## src/rtl/ahb_slave_pkg.sv

```systemverilog
// Shared types for the AHB-Lite SRAM responder.
// Transfer encodings, response codes and FSM states.
package ahb_slave_pkg;

    typedef enum logic [1:0] {
        HTRANS_IDLE   = 2'd0,
        HTRANS_BUSY   = 2'd1,
        HTRANS_NONSEQ = 2'd2,
        HTRANS_SEQ    = 2'd3
    } htrans_t;

    typedef enum logic [2:0] {
        HSIZE_BYTE  = 3'd0,
        HSIZE_HALF  = 3'd1,
        HSIZE_WORD  = 3'd2,
        HSIZE_DWORD = 3'd3
    } hsize_t;

    localparam logic HRESP_OKAY  = 1'b0;
    localparam logic HRESP_ERROR = 1'b1;

    typedef enum logic [2:0] {
        ST_IDLE     = 3'd0,
        ST_WRITE    = 3'd1,
        ST_RD_ISSUE = 3'd2,
        ST_RD_REG   = 3'd3,
        ST_RD_DATA  = 3'd4,
        ST_ERR1     = 3'd5,
        ST_ERR2     = 3'd6
    } state_t;

endpackage

```

## src/rtl/ahb_slave_addr_chk.sv

```systemverilog
// Address-phase decode: byte lanes, SRAM word index and error flag.
// Errors cover oversize transfers, misalignment and out-of-range words.
module ahb_slave_addr_chk
    import ahb_slave_pkg::*;
#(
    parameter int DATA_WDT  = 32,
    parameter int ADDR_WDT  = 32,
    parameter int MEM_DEPTH = 1024
) (
    input  logic [ADDR_WDT-1:0]          i_haddr,
    input  logic [2:0]                   i_hsize,
    output logic [DATA_WDT/8-1:0]        o_be,
    output logic [$clog2(MEM_DEPTH)-1:0] o_idx,
    output logic                         o_err
);

    localparam int BW = DATA_WDT / 8;
    localparam int BL = $clog2(BW);
    localparam int AW = $clog2(MEM_DEPTH);

    logic [7:0]          base;
    logic [7:0]          amask;
    logic [ADDR_WDT-1:0] widx;

    // Lane mask for the size, placed at the byte offset within the bus word.
    always_comb begin
        base = 8'hFF;
        case (i_hsize)
            HSIZE_BYTE: base = 8'h01;
            HSIZE_HALF: base = 8'h03;
            HSIZE_WORD: base = 8'h0F;
            default:    base = 8'hFF;
        endcase
        amask = (8'd1 << i_hsize) - 8'd1;
        widx  = i_haddr >> BL;
        o_idx = widx[AW-1:0];
        o_be  = BW'(base) << i_haddr[BL-1:0];
        o_err = (i_hsize > 3'(BL))
              | (|(i_haddr[7:0] & amask))
              | (widx >= ADDR_WDT'(MEM_DEPTH));
    end

endmodule

```

## src/rtl/ahb_slave_sram.sv

```systemverilog
// AHB-Lite responder in front of a single-port synchronous SRAM.
// Define AHB_SLAVE_SRAM_RDATA_REG_EN to register SRAM read data (2 read waits).
module ahb_slave_sram
    import ahb_slave_pkg::*;
#(
    parameter int DATA_WDT  = 32,
    parameter int ADDR_WDT  = 32,
    parameter int MEM_DEPTH = 1024
) (
    input  logic                         i_clk,
    input  logic                         i_resetn,
    input  logic                         i_hsel,
    input  logic [ADDR_WDT-1:0]          i_haddr,
    input  logic [1:0]                   i_htrans,
    input  logic                         i_hwrite,
    input  logic [2:0]                   i_hsize,
    input  logic [DATA_WDT-1:0]          i_hwdata,
    input  logic                         i_hready,
    output logic                         o_hreadyout,
    output logic                         o_hresp,
    output logic [DATA_WDT-1:0]          o_hrdata,
    output logic                         o_mem_en,
    output logic                         o_mem_we,
    output logic [$clog2(MEM_DEPTH)-1:0] o_mem_addr,
    output logic [DATA_WDT/8-1:0]        o_mem_be,
    output logic [DATA_WDT-1:0]          o_mem_wdata,
    input  logic [DATA_WDT-1:0]          i_mem_rdata
);

    localparam int BW = DATA_WDT / 8;
    localparam int AW = $clog2(MEM_DEPTH);

    state_t              state_q, state_d, acc_st;
    logic                accept;
    logic                chk_err;
    logic [BW-1:0]       chk_be;
    logic [AW-1:0]       chk_idx;
    logic                hreadyout_q, hresp_q;
    logic                mem_en_q, mem_we_q;
    logic [AW-1:0]       mem_addr_q;
    logic [BW-1:0]       mem_be_q;
    logic [DATA_WDT-1:0] hrdata_q;
    logic                access_d;

    ahb_slave_addr_chk #(
        .DATA_WDT  (DATA_WDT),
        .ADDR_WDT  (ADDR_WDT),
        .MEM_DEPTH (MEM_DEPTH)
    ) u_chk (
        .i_haddr (i_haddr),
        .i_hsize (i_hsize),
        .o_be    (chk_be),
        .o_idx   (chk_idx),
        .o_err   (chk_err)
    );

    assign accept = i_hsel & i_hready
                  & ((i_htrans == HTRANS_NONSEQ) | (i_htrans == HTRANS_SEQ));

    // Next state when a data phase ends: follow the new address phase, if any.
    always_comb begin
        acc_st = ST_IDLE;
        if (accept) begin
            if (chk_err)       acc_st = ST_ERR1;
            else if (i_hwrite) acc_st = ST_WRITE;
            else               acc_st = ST_RD_ISSUE;
        end
    end

    // Transition table; stalled states ignore the bus entirely.
    always_comb begin
        state_d = state_q;
        unique case (state_q)
            ST_IDLE,
            ST_WRITE,
            ST_RD_DATA,
            ST_ERR2:     state_d = acc_st;
`ifdef AHB_SLAVE_SRAM_RDATA_REG_EN
            ST_RD_ISSUE: state_d = ST_RD_REG;
`else
            ST_RD_ISSUE: state_d = ST_RD_DATA;
`endif
            ST_RD_REG:   state_d = ST_RD_DATA;
            ST_ERR1:     state_d = ST_ERR2;
            default:     state_d = ST_IDLE;
        endcase
        access_d = (state_d == ST_WRITE) | (state_d == ST_RD_ISSUE);
    end

    // FSM with bus and SRAM strobes registered from the next state.
    always_ff @(posedge i_clk) begin
        if (!i_resetn) begin
            state_q     <= ST_IDLE;
            hreadyout_q <= 1'b1;
            hresp_q     <= HRESP_OKAY;
            mem_en_q    <= 1'b0;
            mem_we_q    <= 1'b0;
            mem_addr_q  <= '0;
            mem_be_q    <= '0;
            hrdata_q    <= '0;
        end else begin
            state_q     <= state_d;
            hreadyout_q <= !((state_d == ST_RD_ISSUE) |
                             (state_d == ST_RD_REG) |
                             (state_d == ST_ERR1));
            hresp_q     <= ((state_d == ST_ERR1) | (state_d == ST_ERR2))
                         ? HRESP_ERROR : HRESP_OKAY;
            mem_en_q    <= access_d;
            mem_we_q    <= (state_d == ST_WRITE);
            mem_addr_q  <= access_d ? chk_idx : '0;
            mem_be_q    <= access_d ? chk_be : '0;
`ifdef AHB_SLAVE_SRAM_RDATA_REG_EN
            if (state_q == ST_RD_REG) hrdata_q <= i_mem_rdata;
`else
            if (state_q == ST_RD_DATA) hrdata_q <= i_mem_rdata;
`endif
        end
    end

`ifdef AHB_SLAVE_SRAM_RDATA_REG_EN
    assign o_hrdata = hrdata_q;
`else
    assign o_hrdata = (state_q == ST_RD_DATA) ? i_mem_rdata : hrdata_q;
`endif

    assign o_hreadyout = hreadyout_q;
    assign o_hresp     = hresp_q;
    assign o_mem_en    = mem_en_q;
    assign o_mem_we    = mem_we_q;
    assign o_mem_addr  = mem_addr_q;
    assign o_mem_be    = mem_be_q;
    assign o_mem_wdata = mem_we_q ? i_hwdata : '0;

endmodule

```

## config.mk

```make
export PLATFORM = sky130hd
export DESIGN_NAME = ahb_slave_sram
export DESIGN_NICKNAME = d
export VERILOG_FILES = /design/src/rtl/ahb_slave_pkg.sv /design/src/rtl/ahb_slave_addr_chk.sv /design/src/rtl/ahb_slave_sram.sv
export SDC_FILE = /design/constraint.sdc
export NUM_CORES = 1
export LEC_CHECK = 0
export BUFFER_PORTS_ARGS = -buffer_cell sky130_fd_sc_hd__buf_2
export CORE_ASPECT_RATIO = 1.25
export CORE_MARGIN = 1
export CORE_UTILIZATION = 40
export DETAILED_ROUTE_END_ITERATION = 10
export GPL_ROUTABILITY_DRIVEN = 0
export PLACE_DENSITY_LB_ADDON = 0.2
export SLEW_MARGIN = 20
export SYNTH_ARGS = -nofsm -noshare
export SYNTH_HDL_FRONTEND = slang
export SYNTH_HIERARCHICAL = 1
export SYNTH_SLANG_ARGS = --single-unit
```

## constraint.sdc

```tcl
create_clock -name i_clk -period 1.6 [get_ports i_clk]
set_input_delay 0.16 -clock i_clk [delete_from_list [all_inputs] [get_ports i_clk]]
set_output_delay 0.16 -clock i_clk [all_outputs]
set_load 0.1 [all_outputs]
```

==> flow_summary_export.csv <==
group,metric,value,unit
pwr,total_power,2.722,mW
global_route,grt_pass1_wl,11.70,mm
critical_path,reg2reg_from,"state_q[1]",
critical_path,r2r-end,"hrdata_q[31]",
floorplan,core_area,5857,sq um
global_route,grt_pass1_vias,2412,
sta,slew_viol_final,0,
yosys,synth-async-reset-ratio,0,
job,maxCapViolCount,0,
critical_path,setup.worst_path.start_class,"flop",
clock_network,cts_max_level,2,
global_route,grt_max_degree,34,
sta,slew-limit-headroom,0.6624,
finish,final_common_cell,"buf_2",
clock_network,cts_tree,"done",
outcome,run_status,"finished, violations left",
floorplan,rows,31,
clock_network,clk_transition_reported_paths,80,ps
route,dr.pass1.iters,4,
yosys,ys_seq_elements,53,
place,dp_cells,480,
sta,finalCriticalPeriod,1820,ps
route,routed_wl,7.530,mm
place,dp_slack,-65.30,ps
route,ant_nets,0,
clock_network,clockBufferDepth,2,
worst_hold_path,hold_class,"input port to flop",
route,routedWlPerCell,15.34,microns
global_route,grt_overflow_total,0,
global_route,antenna_found_initial,0,
yosys,synth_edf_count,0,
outcome,violations,"negative setup slack",
clock_network,root_buffer,"clkbuf_8",
critical_path,reg2regPathDepth,5,
yosys,synth_cell_types,34,
finish,n_fill_cell,348,
clock_network,ctsHoldBuffers,0,
worst_hold_path,hp-start,"i_haddr[8]",
finish,drive_gt1_frac,0.7384,
sta,setup_viol,32,
pwr,p_per_area,589.3,nW/um^2
yosys,yosysSeqAreaShare,0.4307,
worst_hold_path,hold_depth,2,
clock_network,clk-insertion-delay-late,300,ps
finish,fin_cells,491,
clock_network,cts_inserted_buffers,5,
sta,setup_slack,-220.4,ps
floorplan,ios,188,
floorplan,initial_core_util,0.4206,
sta,period_share,1.138,
place,post-dp-hpwl,5.247,mm
pwr,ir_worst_vdd,0.0005784,V
finish,ff_latch_area,1065,sq um
clock_network,cts.sinks,53,
sta,worst-slew-pin-transition,509.8,ps
finish,multi_input_area,1344,sq um
critical_path,path_class,"flop to output port",
route,routed_via_density,4.611,
critical_path,arrival,1660,ps
finish,diodes,0,
floorplan,dieHeight,89.75,microns
floorplan,dieArea,6479,sq um
critical_path,crit_fanout,10,
finish,final_nets,514,
yosys,syn_area,2464,sq um
floorplan,fp.dieW,72.20,microns
sta,finClkSkew,4.423,ps
finish,final_cell_mix,"buf_2, buf_12, dfxtp_1",
finish,synthToLayoutAreaGrowth,87.51,%
route,drc,0,
worst_hold_path,whs_endpoint,"o_mem_addr[6]",
global_route,grt_use_total,0.2350,
route,vias,2264,
yosys,synth_fp_nets,331,
yosys,netlist_instances,225,
critical_path,endpoint_kind,"output port",
route,drtIter0Drc,75,
yosys,ys_warn_count,6,
sta,finalHoldViolCount,0,
pwr,leakagePower,2.164,nW
yosys,syn_avg_cell_area,10.95,sq um
critical_path,critPathLaunch,"state_q[1]",
place,portBuffers,186,
sta,rsz0062_at_grt,"true",
yosys,synth_ff_type,"dfxtp_1",
critical_path,reg2reg_slack,160,ps
critical_path,worstPathRequired,1440,ps
sta,fmax,0.5493,GHz
-- cells in the mapped netlist, types with 2 or more instances --
| cell type | number | area share |
|---|---|---|
| nor3_1 | 2 | 0.0041 |
| buf_6 | 3 | 0.014 |
| nand3_1 | 2 | 0.0041 |
| a21oi_1 | 2 | 0.0041 |
| clkbuf_1 | 7 | 0.011 |
| and2_1 | 52 | 0.13 |
| and3_1 | 3 | 0.0076 |
| and2_2 | 26 | 0.079 |
| mux2_4 | 30 | 0.18 |
| nor2_1 | 6 | 0.0091 |
| dfxtp_1 | 53 | 0.43 |
| mux2_2 | 2 | 0.0091 |
| o21ai_0 | 2 | 0.0041 |
| nor4_1 | 6 | 0.015 |
| buf_4 | 10 | 0.030 |
-- worst max-delay path by stage --
stage / depth (start not counted) / slack, ps / endpoint
after floorplan: 4 / 0.4 / hrdata_q[14]
after global placement: 4 / -50 / o_hrdata[31]
after detailed placement: 4 / -70 / o_hrdata[31]
after CTS: 5 / -230 / o_hrdata[5]
after global routing: 5 / -300 / o_hrdata[5]
final: 5 / -220 / o_hrdata[10]
-- stage by stage --
step | setup TNS (ps) | hold WS (ps) | instance area (sq um) | util
6_report | -6645 | 75.26 | 4619 | 0.7887
5_1_grt | -9087 | 59.42 | 4619 | 0.7887
4_1_cts | -6890 | 59.50 | 4616 | 0.7881
3_5_place_dp | -796.6 | 378.1 | 4028 | 0.6877
3_3_place_gp | -271.3 | 374.9 | 4028 | 0.6877
2_1_floorplan | 0 | 303.7 | 2539 | -
-- state kept, by name (all words and copies together) (netlist names) --
name and count:
hrdata_q 32, o_hreadyout 1, o_hresp 1, o_mem_addr 10, o_mem_be 4, o_mem_en 1
o_mem_we 1, state_q 3
-- power by group --
| group | internal [mW] | total (mW) | switching, mW |
|---|---|---|---|
| registers | 1.34 | 1.35 | 0.00695 |
| logic | 0.301 | 0.679 | 0.379 |
| clock network | 0.304 | 0.697 | 0.393 |
| total | 1.94 | 2.72 | 0.779 |
-- critical path, cell delays in order, from the launching register on --
cell and delay [ps]:
dfxtp_2 340, nor3b_4 210, buf_6 150, buf_12 150, mux2_4 340, buf_12 170
-- cell families after synthesis --
group                  Yosys count  synth area share
buffers and inverters           21           0.05688
muxes                           33            0.1960
AOI/OAI and AO/OA               10           0.02692
and+or+nand+nor                108            0.2895
DFF                             53            0.4307
-- layer usage --
metal / global-route usage / vias up / share of wire
li1: - / 1104 / -
met1: 0.2341 / 1049 / 0.36
met2: 0.4704 / 103 / 0.57
met3: 0.04933 / 8 / 0.059
met4: 0.05882 / 0 / 0.011
met5: 0 / - / 0
-- area by class of cell --
type                       instances  area share
clock buffer                       6     0.01571
clock inverter                     2    0.002167
tap                               82     0.02221
sequential                        53      0.2305
multi-input combinational        151      0.2909
timing repair buffer             197      0.4385
-- what timing repair did --
action / in CTS / in global routing
endpoints found under the setup margin: 32 / 47
hold endpoints to repair: 0 / 0
cloned: 1 / 0
resized for setup: 125 / 2
setup buffers: 2 / 0
pin swaps: 1 / 0
Note: power is estimated with default switching activity, not from simulation.
